$ cat config.mk
export PLATFORM = sky130hd
export DESIGN_NAME = multicycle_ctrl
export DESIGN_NICKNAME = d
export VERILOG_FILES = /design/src/rtl/mc_pkg.sv /design/src/rtl/multicycle_ctrl_state_reg.sv /design/src/rtl/multicycle_ctrl.sv
export SDC_FILE = /design/constraint.sdc
export NUM_CORES = 1
export LEC_CHECK = 0
export CORE_AREA = 4 4 41 43
export DETAILED_ROUTE_END_ITERATION = 16
export DIE_AREA = 0 0 45 47
export DONT_BUFFER_PORTS = 1
export PLACE_DENSITY_LB_ADDON = 0.25
export SYNTH_ARGS = -nofsm -noshare
export SYNTH_HDL_FRONTEND = slang
export SYNTH_SLANG_ARGS = --single-unit
$ cat constraint.sdc
create_clock -name clk -period 2.4 [get_ports clk]
set_clock_uncertainty 0.2 [all_clocks]
set_input_delay 0.24 -clock clk [delete_from_list [all_inputs] [get_ports clk]]
set_output_delay 0.24 -clock clk [all_outputs]
set_load 0.005 [all_outputs]
$ cat src/rtl/mc_pkg.sv
// Shared constants for the multicycle control FSM: state codes, opcodes and datapath select encodings.
package mc_pkg;

  localparam int unsigned STATE_W = 7;
  localparam int unsigned OP_W    = 6;

  // Control state codes; anything from 12 upward is unused and recovers to FETCH
  localparam logic [STATE_W-1:0] S_FETCH     = STATE_W'(0);
  localparam logic [STATE_W-1:0] S_DECODE    = STATE_W'(1);
  localparam logic [STATE_W-1:0] S_MEM_ADDR  = STATE_W'(2);
  localparam logic [STATE_W-1:0] S_MEM_RD    = STATE_W'(3);
  localparam logic [STATE_W-1:0] S_MEM_WB    = STATE_W'(4);
  localparam logic [STATE_W-1:0] S_MEM_WR    = STATE_W'(5);
  localparam logic [STATE_W-1:0] S_R_EXEC    = STATE_W'(6);
  localparam logic [STATE_W-1:0] S_R_WB      = STATE_W'(7);
  localparam logic [STATE_W-1:0] S_BEQ       = STATE_W'(8);
  localparam logic [STATE_W-1:0] S_JUMP      = STATE_W'(9);
  localparam logic [STATE_W-1:0] S_ADDI_EXEC = STATE_W'(10);
  localparam logic [STATE_W-1:0] S_ADDI_WB   = STATE_W'(11);

  // Instruction opcodes (IR[31:26])
  localparam logic [OP_W-1:0] OP_RTYPE = OP_W'(6'h00);
  localparam logic [OP_W-1:0] OP_J     = OP_W'(6'h02);
  localparam logic [OP_W-1:0] OP_BEQ   = OP_W'(6'h04);
  localparam logic [OP_W-1:0] OP_ADDI  = OP_W'(6'h08);
  localparam logic [OP_W-1:0] OP_LW    = OP_W'(6'h23);
  localparam logic [OP_W-1:0] OP_SW    = OP_W'(6'h2B);

  typedef enum logic [1:0] {
    PC_SRC_ALU    = 2'd0,
    PC_SRC_ALUOUT = 2'd1,
    PC_SRC_JUMP   = 2'd2
  } pc_src_e;

  typedef enum logic [1:0] {
    ALUB_B       = 2'd0,
    ALUB_FOUR    = 2'd1,
    ALUB_IMM     = 2'd2,
    ALUB_IMM_SH2 = 2'd3
  } alu_src_b_e;

  typedef enum logic [1:0] {
    ALU_ADD   = 2'd0,
    ALU_SUB   = 2'd1,
    ALU_FUNCT = 2'd2
  } alu_op_e;

endpackage

$ cat src/rtl/multicycle_ctrl_state_reg.sv
// Control state register: loads every cycle, clears to FETCH on synchronous active-low reset.
module multicycle_ctrl_state_reg
  import mc_pkg::*;
(
  input  logic               clk,
  input  logic               reset,
  input  logic [STATE_W-1:0] state_d,
  output logic [STATE_W-1:0] state_q
);

  // State flop with synchronous reset
  always_ff @(posedge clk) begin
    if (!reset) state_q <= S_FETCH;
    else        state_q <= state_d;
  end

endmodule

$ cat src/rtl/multicycle_ctrl.sv
// Main control FSM of the multicycle datapath: next-state logic and control decode.
module multicycle_ctrl
  import mc_pkg::*;
(
  input  logic               clk,
  input  logic               reset,
  input  logic [OP_W-1:0]    opcode,
  input  logic               zero,
  input  logic               mem_ready,
  output logic               pc_load,
  output logic [1:0]         pc_src,
  output logic               ir_load,
  output logic               mdr_load,
  output logic               ab_load,
  output logic               aluout_load,
  output logic               iord,
  output logic               mem_read,
  output logic               mem_write,
  output logic               reg_write,
  output logic               reg_dst,
  output logic               mem_to_reg,
  output logic               alu_src_a,
  output logic [1:0]         alu_src_b,
  output logic [1:0]         alu_op,
  output logic [STATE_W-1:0] state,
  output logic               instr_done,
  output logic               illegal_op
);

  logic [STATE_W-1:0] state_d;
  logic [STATE_W-1:0] state_q;

  multicycle_ctrl_state_reg u_state_reg (
    .clk     (clk),
    .reset   (reset),
    .state_d (state_d),
    .state_q (state_q)
  );

  // Debug view of the state reads FETCH while reset is held
  assign state = reset ? state_q : S_FETCH;

  // Next-state selection; memory states hold until mem_ready
  always_comb begin
    state_d = S_FETCH;
    case (state_q)
      S_FETCH:     state_d = mem_ready ? S_DECODE : S_FETCH;
      S_DECODE: begin
        case (opcode)
          OP_LW, OP_SW: state_d = S_MEM_ADDR;
          OP_RTYPE:     state_d = S_R_EXEC;
          OP_BEQ:       state_d = S_BEQ;
          OP_J:         state_d = S_JUMP;
          OP_ADDI:      state_d = S_ADDI_EXEC;
          default:      state_d = S_FETCH;
        endcase
      end
      S_MEM_ADDR:  state_d = (opcode == OP_LW) ? S_MEM_RD : S_MEM_WR;
      S_MEM_RD:    state_d = mem_ready ? S_MEM_WB : S_MEM_RD;
      S_MEM_WR:    state_d = mem_ready ? S_FETCH : S_MEM_WR;
      S_R_EXEC:    state_d = S_R_WB;
      S_ADDI_EXEC: state_d = S_ADDI_WB;
      default:     state_d = S_FETCH;
    endcase
  end

  // Control decode from state; everything stays low while reset is held
  always_comb begin
    pc_load     = 1'b0;
    pc_src      = PC_SRC_ALU;
    ir_load     = 1'b0;
    mdr_load    = 1'b0;
    ab_load     = 1'b0;
    aluout_load = 1'b0;
    iord        = 1'b0;
    mem_read    = 1'b0;
    mem_write   = 1'b0;
    reg_write   = 1'b0;
    reg_dst     = 1'b0;
    mem_to_reg  = 1'b0;
    alu_src_a   = 1'b0;
    alu_src_b   = ALUB_B;
    alu_op      = ALU_ADD;
    instr_done  = 1'b0;
    illegal_op  = 1'b0;
    if (reset) begin
      case (state_q)
        S_FETCH: begin
          mem_read  = 1'b1;
          alu_src_b = ALUB_FOUR;
          ir_load   = mem_ready;
          pc_load   = mem_ready;
        end
        S_DECODE: begin
          ab_load     = 1'b1;
          aluout_load = 1'b1;
          alu_src_b   = ALUB_IMM_SH2;
          case (opcode)
            OP_LW, OP_SW, OP_RTYPE, OP_BEQ, OP_J, OP_ADDI: illegal_op = 1'b0;
            default:                                       illegal_op = 1'b1;
          endcase
        end
        S_MEM_ADDR, S_ADDI_EXEC: begin
          aluout_load = 1'b1;
          alu_src_a   = 1'b1;
          alu_src_b   = ALUB_IMM;
        end
        S_MEM_RD: begin
          mem_read = 1'b1;
          iord     = 1'b1;
          mdr_load = mem_ready;
        end
        S_MEM_WB: begin
          reg_write  = 1'b1;
          mem_to_reg = 1'b1;
          instr_done = 1'b1;
        end
        S_MEM_WR: begin
          mem_write  = 1'b1;
          iord       = 1'b1;
          instr_done = mem_ready;
        end
        S_R_EXEC: begin
          aluout_load = 1'b1;
          alu_src_a   = 1'b1;
          alu_op      = ALU_FUNCT;
        end
        S_R_WB: begin
          reg_write  = 1'b1;
          reg_dst    = 1'b1;
          instr_done = 1'b1;
        end
        S_BEQ: begin
          alu_src_a  = 1'b1;
          alu_op     = ALU_SUB;
          pc_src     = PC_SRC_ALUOUT;
          pc_load    = zero;
          instr_done = 1'b1;
        end
        S_JUMP: begin
          pc_load    = 1'b1;
          pc_src     = PC_SRC_JUMP;
          instr_done = 1'b1;
        end
        S_ADDI_WB: begin
          reg_write  = 1'b1;
          instr_done = 1'b1;
        end
        default: ;
      endcase
    end
  end

endmodule

After elaboration in Yosys (flattened, before gate mapping)
Index checks and enable logic that the tools add are counted. W data, S select, Z words.

Flip-flop bits (word level): 7. Input bits: 10. Logic and storage cells: 70.

Eq/ne operators: 16. Muxes and demuxes: 42. Reduce and logical (&&, ||, !) cells: 11.

Operators with widths (count): $eq A7 B3 Y1 const B (4); $eq A7 B4 Y1 const B (4); $mux W1 (28); $pmux W4 S7 (1); $pmux W4 S5 (1); $eq A7 B2 Y1 const B (2); $eq A6 B6 Y1 const B (2); $mux W3 (3); $pmux W2 S2 (2); $reduce_or A2 Y1 (4); $reduce_or A4 Y1 (2); $eq A7 B1 Y1 const B (1); $logic_not A7 Y1 (1); $mux W7 (1); $eq A6 B2 Y1 const B (1); $eq A6 B3 Y1 const B (1); $eq A6 B4 Y1 const B (1); $logic_not A6 Y1 (1); $mux W2 (3); $pmux W2 S3 (1); $reduce_or A6 Y1 (1); $reduce_or A5 Y1 (1); $pmux W1 S3 (1); $reduce_or A3 Y1 (1); $pmux W1 S2 (1).

Logic depth before layout (Yosys ltp)
Word-level depth: 5. Mapped depth: 5. Depth with buffers taken out: 4.

Cells and area by module
From an unflattened synthesis, not the netlist that was laid out.

Cell total of the unflattened synthesis: 110. Area, all modules: 772.0 µm².

By module, submodules not included: multicycle_ctrl (times used 1, cells each 96, area each 588.1 µm²); multicycle_ctrl_state_reg (times used 1, cells each 14, area each 183.9 µm²).

Worst setup path after synthesis
No wires, ideal clock.

Kind: register -> output. From: register u_state_reg.state_q[3]. To: output port pc_src[0]. Data arrival time: 1.263 ns. Setup slack: 0.697 ns. Cell stages (with the launch flop): 6. Path buffers: 3. Cells stage by stage: dfxtp_1 -> buf_6 -> clkbuf_1 -> inv_1 -> nor4_1 -> buf_4.

Cells in the longest elaborated chain, start to end: 3. Elaborated cells on any way between the ends: 4. Classes of those cells: eq/ne (2); mux (2).

Ends and longest elaborated chain: start: declaration (RTL line multicycle_ctrl_state_reg.sv:8) `output logic [STATE_W-1:0] state_q`; start signal: assignment (RTL line multicycle_ctrl_state_reg.sv:14) `else state_q <= state_d;`; $eq A7 B4 Y1 (RTL line multicycle_ctrl.sv:87) `case (state_q)`; $pmux W2 S2 * (RTL line multicycle_ctrl.sv:87); $mux W2 * (RTL line multicycle_ctrl.sv:86) `if (reset) begin`; end: declaration (RTL line multicycle_ctrl.sv:11) `output logic [1:0] pc_src,`.

Mark *: on every way between the ends. The rest lies on a longest branch, timed or not.

Worst setup path in the final report
From: register u_state_reg.state_q[0]. To: output port illegal_op.

Cells in the longest elaborated chain, start to end: 3.

Ends and longest elaborated chain: $eq A7 B1 Y1 (RTL line multicycle_ctrl.sv:87); $mux W1 (RTL line multicycle_ctrl.sv:87); $mux W1 (RTL line multicycle_ctrl.sv:86); end: declaration (RTL line multicycle_ctrl.sv:27) `output logic illegal_op`.

Every way passes these cells.

==> flow_results.xml <==
<?xml version="1.0" encoding="UTF-8"?>
<metrics>
  <group name="die">
    <metric name="floorplan.rows" unit="">13</metric>
    <metric name="dieHeight" unit="µm">47</metric>
    <metric name="die_area" unit="µm²">2120</metric>
    <metric name="floorplan.initialDensity" unit="">0.486</metric>
    <metric name="placeableCoreArea" unit="µm²">1300</metric>
    <metric name="num_io_pins" unit="">37</metric>
    <metric name="fp.dieW" unit="µm">45</metric>
  </group>
  <group name="finish">
    <metric name="antennaDiodeCount" unit="">0</metric>
    <metric name="layout_top_registers" unit="">u_state_reg.state_q: 4 flops</metric>
    <metric name="final_nets" unit="">109</metric>
    <metric name="largest_register_ff_count" unit="">4</metric>
    <metric name="registers.top_by_ff_count" unit="">u_state_reg.state_q</metric>
    <metric name="flow.area_growth_from_synthesis" unit="%">-0.396</metric>
    <metric name="final_layout_size_suffix_gt1_frac" unit="">0.0722</metric>
    <metric name="postLayoutCoreUtil" unit="">0.484</metric>
  </group>
  <group name="grt">
    <metric name="total_congestion_overflow_after_global_routing" unit="">0</metric>
    <metric name="number_of_antenna_violations_at_the_first_check_in_global_routing" unit="">0</metric>
    <metric name="grt_use_total" unit="">0.167</metric>
    <metric name="grt_start_max_net_pins" unit="">20</metric>
    <metric name="grt_pass1_vias" unit="">630</metric>
    <metric name="grt_first_pass_wirelength" unit="µm">2640</metric>
  </group>
  <group name="yosys">
    <metric name="synth_common_cells" unit="">sky130_fd_sc_hd__nor2_1, sky130_fd_sc_hd__nand2_1, sky130_fd_sc_hd__nor3_1</metric>
    <metric name="synth_enable_flop_cells" unit="">0</metric>
    <metric name="yosysSeqAreaShare" unit="">0.127</metric>
    <metric name="postSynthAreaPerCell" unit="µm²">6.19</metric>
    <metric name="syn-instance-count" unit="">102</metric>
    <metric name="synth_top_cells_by_area" unit="">sky130_fd_sc_hd__dfxtp_1, sky130_fd_sc_hd__nor2_1, sky130_fd_sc_hd__nor3_1, sky130_fd_sc_hd__nand2_1, sky130_fd_sc_hd__buf_4</metric>
    <metric name="ys_types" unit="">38</metric>
    <metric name="synth_top_area_frac" unit="">0.127</metric>
    <metric name="ys_dominant_reg_cell" unit="">sky130_fd_sc_hd__dfxtp_1</metric>
    <metric name="cell_type_with_the_largest_total_area_after_synthesis" unit="">sky130_fd_sc_hd__dfxtp_1</metric>
    <metric name="yosysMostFrequentCell" unit="">sky130_fd_sc_hd__nor2_1</metric>
    <metric name="ys_warn_count" unit="">0</metric>
    <metric name="synthArstFlopShare" unit="">0</metric>
    <metric name="synth_seq_cells" unit="">4</metric>
    <metric name="netlist_area" unit="µm²">632</metric>
  </group>
  <group name="clocking">
    <metric name="clock_h_tree_levels" unit="">1</metric>
    <metric name="cts.clk_slew.worst_paths" unit="ps">40</metric>
    <metric name="cts.repair_timing.setup_buffer_count" unit="">0</metric>
    <metric name="worst_skew_pair_later_pin_latency" unit="ps">240</metric>
    <metric name="post_cts.resized_instances" unit="">0</metric>
    <metric name="cts_bufs_inserted" unit="">3</metric>
    <metric name="clock_path_buffers" unit="">2</metric>
    <metric name="cts_tree" unit="">built</metric>
    <metric name="clkSinkCount" unit="">4</metric>
    <metric name="ctsRootBufferMaster" unit="">sky130_fd_sc_hd__clkbuf_4</metric>
  </group>
  <group name="detailed_routing">
    <metric name="detail_route.wl_per_cell" unit="µm">14.9</metric>
    <metric name="first_pass_iters" unit="">4</metric>
    <metric name="post-route-drc-count" unit="">0</metric>
    <metric name="drtAntennaViolNets" unit="">0</metric>
    <metric name="route.met2.wl" unit="µm">735</metric>
    <metric name="detail_route.wirelength.met1" unit="µm">729</metric>
    <metric name="route.final.wire_length" unit="µm">1670</metric>
    <metric name="maxUsedRoutingLayer" unit="">met4</metric>
    <metric name="route.detailed.vias_per_inst" unit="">6.36</metric>
    <metric name="detail_route.iter0.violations" unit="">16</metric>
    <metric name="wl_met3" unit="µm">184</metric>
    <metric name="vias" unit="">712</metric>
  </group>
  <group name="placement">
    <metric name="detailed_place_hpwl" unit="µm">1240</metric>
    <metric name="routabilityCongestion" unit="">0.787</metric>
    <metric name="preCtsSetupSlack" unit="ps">536</metric>
    <metric name="numPortBuffers" unit="">0</metric>
  </group>
  <group name="sta">
    <metric name="setup_repair_after_global_routing_missed_its_margin" unit="">no</metric>
    <metric name="fin_tns_setup" unit="ps">0</metric>
    <metric name="setup_viol" unit="">0</metric>
    <metric name="setup_slack" unit="ps">275</metric>
    <metric name="worst_slew_margin_rel" unit="">0.588</metric>
    <metric name="finalCritPeriodShare" unit="">0.885</metric>
    <metric name="clock.fmax" unit="GHz">0.471</metric>
    <metric name="worst_pin_slew" unit="ps">617</metric>
    <metric name="slew_violations" unit="">0</metric>
    <metric name="period_minus_slack" unit="ps">2120</metric>
    <metric name="hold_violations" unit="">0</metric>
  </group>
  <group name="power">
    <metric name="power.share.clock" unit="">0.441</metric>
    <metric name="combPwrFrac" unit="">0.186</metric>
    <metric name="share_seq_of_total_power" unit="">0.374</metric>
    <metric name="leakagePower" unit="µW">0.000206</metric>
    <metric name="fin_total_pwr" unit="µW">196</metric>
    <metric name="power.switching" unit="µW">56.0</metric>
    <metric name="power-per-cell-area" unit="nW/µm²">312</metric>
    <metric name="peak_ir_drop_on_the_vdd_network" unit="V">0.000147</metric>
    <metric name="internal_power" unit="µW">140</metric>
    <metric name="p_sw_frac" unit="">0.286</metric>
  </group>
  <group name="setup_path">
    <metric name="cp-end-kind" unit="">primary output</metric>
    <metric name="worst-path-max-fanout" unit="">16</metric>
    <metric name="arrival" unit="ps">1680</metric>
    <metric name="critPathLaunchType" unit="">flop</metric>
    <metric name="kind_of_critical_path" unit="">reg -&gt; out</metric>
    <metric name="critical_path_required" unit="ps">1960</metric>
  </group>
  <group name="outcome">
    <metric name="status" unit="">completed</metric>
  </group>
  <group name="min_path">
    <metric name="hp-class" unit="">in -&gt; reg</metric>
  </group>
  <group name="job">
    <metric name="timing.max_cap.violations" unit="">0</metric>
  </group>
</metrics>
[cell usage in the layout (no fill, tap or decap), types with 2 or more instances in the layout]
master | Yosys | routed
sky130_fd_sc_hd__clkbuf_4 | 0 | 3
sky130_fd_sc_hd__conb_1 | 1 | 3
sky130_fd_sc_hd__nand3_1 | 2 | 2
sky130_fd_sc_hd__nor4b_1 | 3 | 3
sky130_fd_sc_hd__nand2b_1 | 4 | 4
sky130_fd_sc_hd__nand2_1 | 10 | 10
sky130_fd_sc_hd__and3_1 | 2 | 2
sky130_fd_sc_hd__inv_1 | 2 | 2
sky130_fd_sc_hd__o21ai_1 | 3 | 3
sky130_fd_sc_hd__a21oi_1 | 4 | 4
sky130_fd_sc_hd__dfxtp_1 | 4 | 4
sky130_fd_sc_hd__and2_1 | 3 | 3
sky130_fd_sc_hd__nor3_1 | 10 | 10
sky130_fd_sc_hd__nor2_1 | 17 | 17
sky130_fd_sc_hd__nor4_1 | 2 | 2
sky130_fd_sc_hd__o21ai_0 | 2 | 2
sky130_fd_sc_hd__a211oi_1 | 2 | 2
sky130_fd_sc_hd__xnor2_1 | 2 | 2
sky130_fd_sc_hd__a31oi_1 | 2 | 2
[timing repair]
| item | in CTS | in global routing |
|---|---|---|
| endpoints found under the hold margin | 1 | 0 |
| endpoints found under the setup margin | 0 | 0 |
| hold buffers | 1 | 0 |
[layout make-up]
cell class	instances	area (µm²)
Fill cell	147	672
Timing Repair Buffer	2	17.5
Clock buffer	3	22.5
Multi-Input combinational cell	86	483
Tap cell	15	18.8
Inverter	2	7.51
Sequential cell	4	80.1
[final timing paths]
| path | start | to | slack (ps) | cells past startpoint |
|---|---|---|---|---|
| max reg2reg | u_state_reg.state_q[1] | u_state_reg.state_q[2] | 550 | 4 |
| min | opcode[4] | u_state_reg.state_q[1] | 40 | 3 |
| min reg2reg | u_state_reg.state_q[2] | u_state_reg.state_q[3] | 620 | 1 |
| max | u_state_reg.state_q[0] | illegal_op | 280 | 3 |
[logic make-up after synthesis]
group,synth area share
xor gates and xnor gates,0.0416
buffers and inverters,0.121
DFF,0.127
and+or+nand+nor,0.485
AOI/OAI and AO/OA,0.220
other,0.00593
[worst max-delay path, stage by stage, from the launching register on]
cell and delay (ps):
sky130_fd_sc_hd__dfxtp_1 590, sky130_fd_sc_hd__nand2b_1 250, sky130_fd_sc_hd__nor3_1 350, sky130_fd_sc_hd__o311a_1 250
[power by group through the flow]
stage | combinational (µW) | clock [µW] | sequential [µW]
6_report | 36.4 | 86.4 | 73.3
5_1_grt | 41.0 | 87.3 | 73.6
4_1_cts | 36.4 | 87.3 | 73.2
3_5_place_dp | 35.0 | 0 | 74.2
3_3_place_gp | 34.6 | 0 | 74.0
2_1_floorplan | 36.9 | 0 | 70.6
[routing by layer]
layer,up-vias,track usage
met5,-,0
met4,0,0.0702
met3,5,0.0345
met2,44,0.274
met1,317,0.212
li1,346,-
[metrics by stage]
stage | cells | area, µm² | hold slack (ps)
global route | 112 | 629 | 69.2
finish | 112 | 629 | 41.0
global placement | 108 | 597 | 234
floorplan | 104 | 639 | 213
CTS | 112 | 629 | 39.4
detailed placement | 108 | 597 | 245
Power figures use the tool's default switching activity.
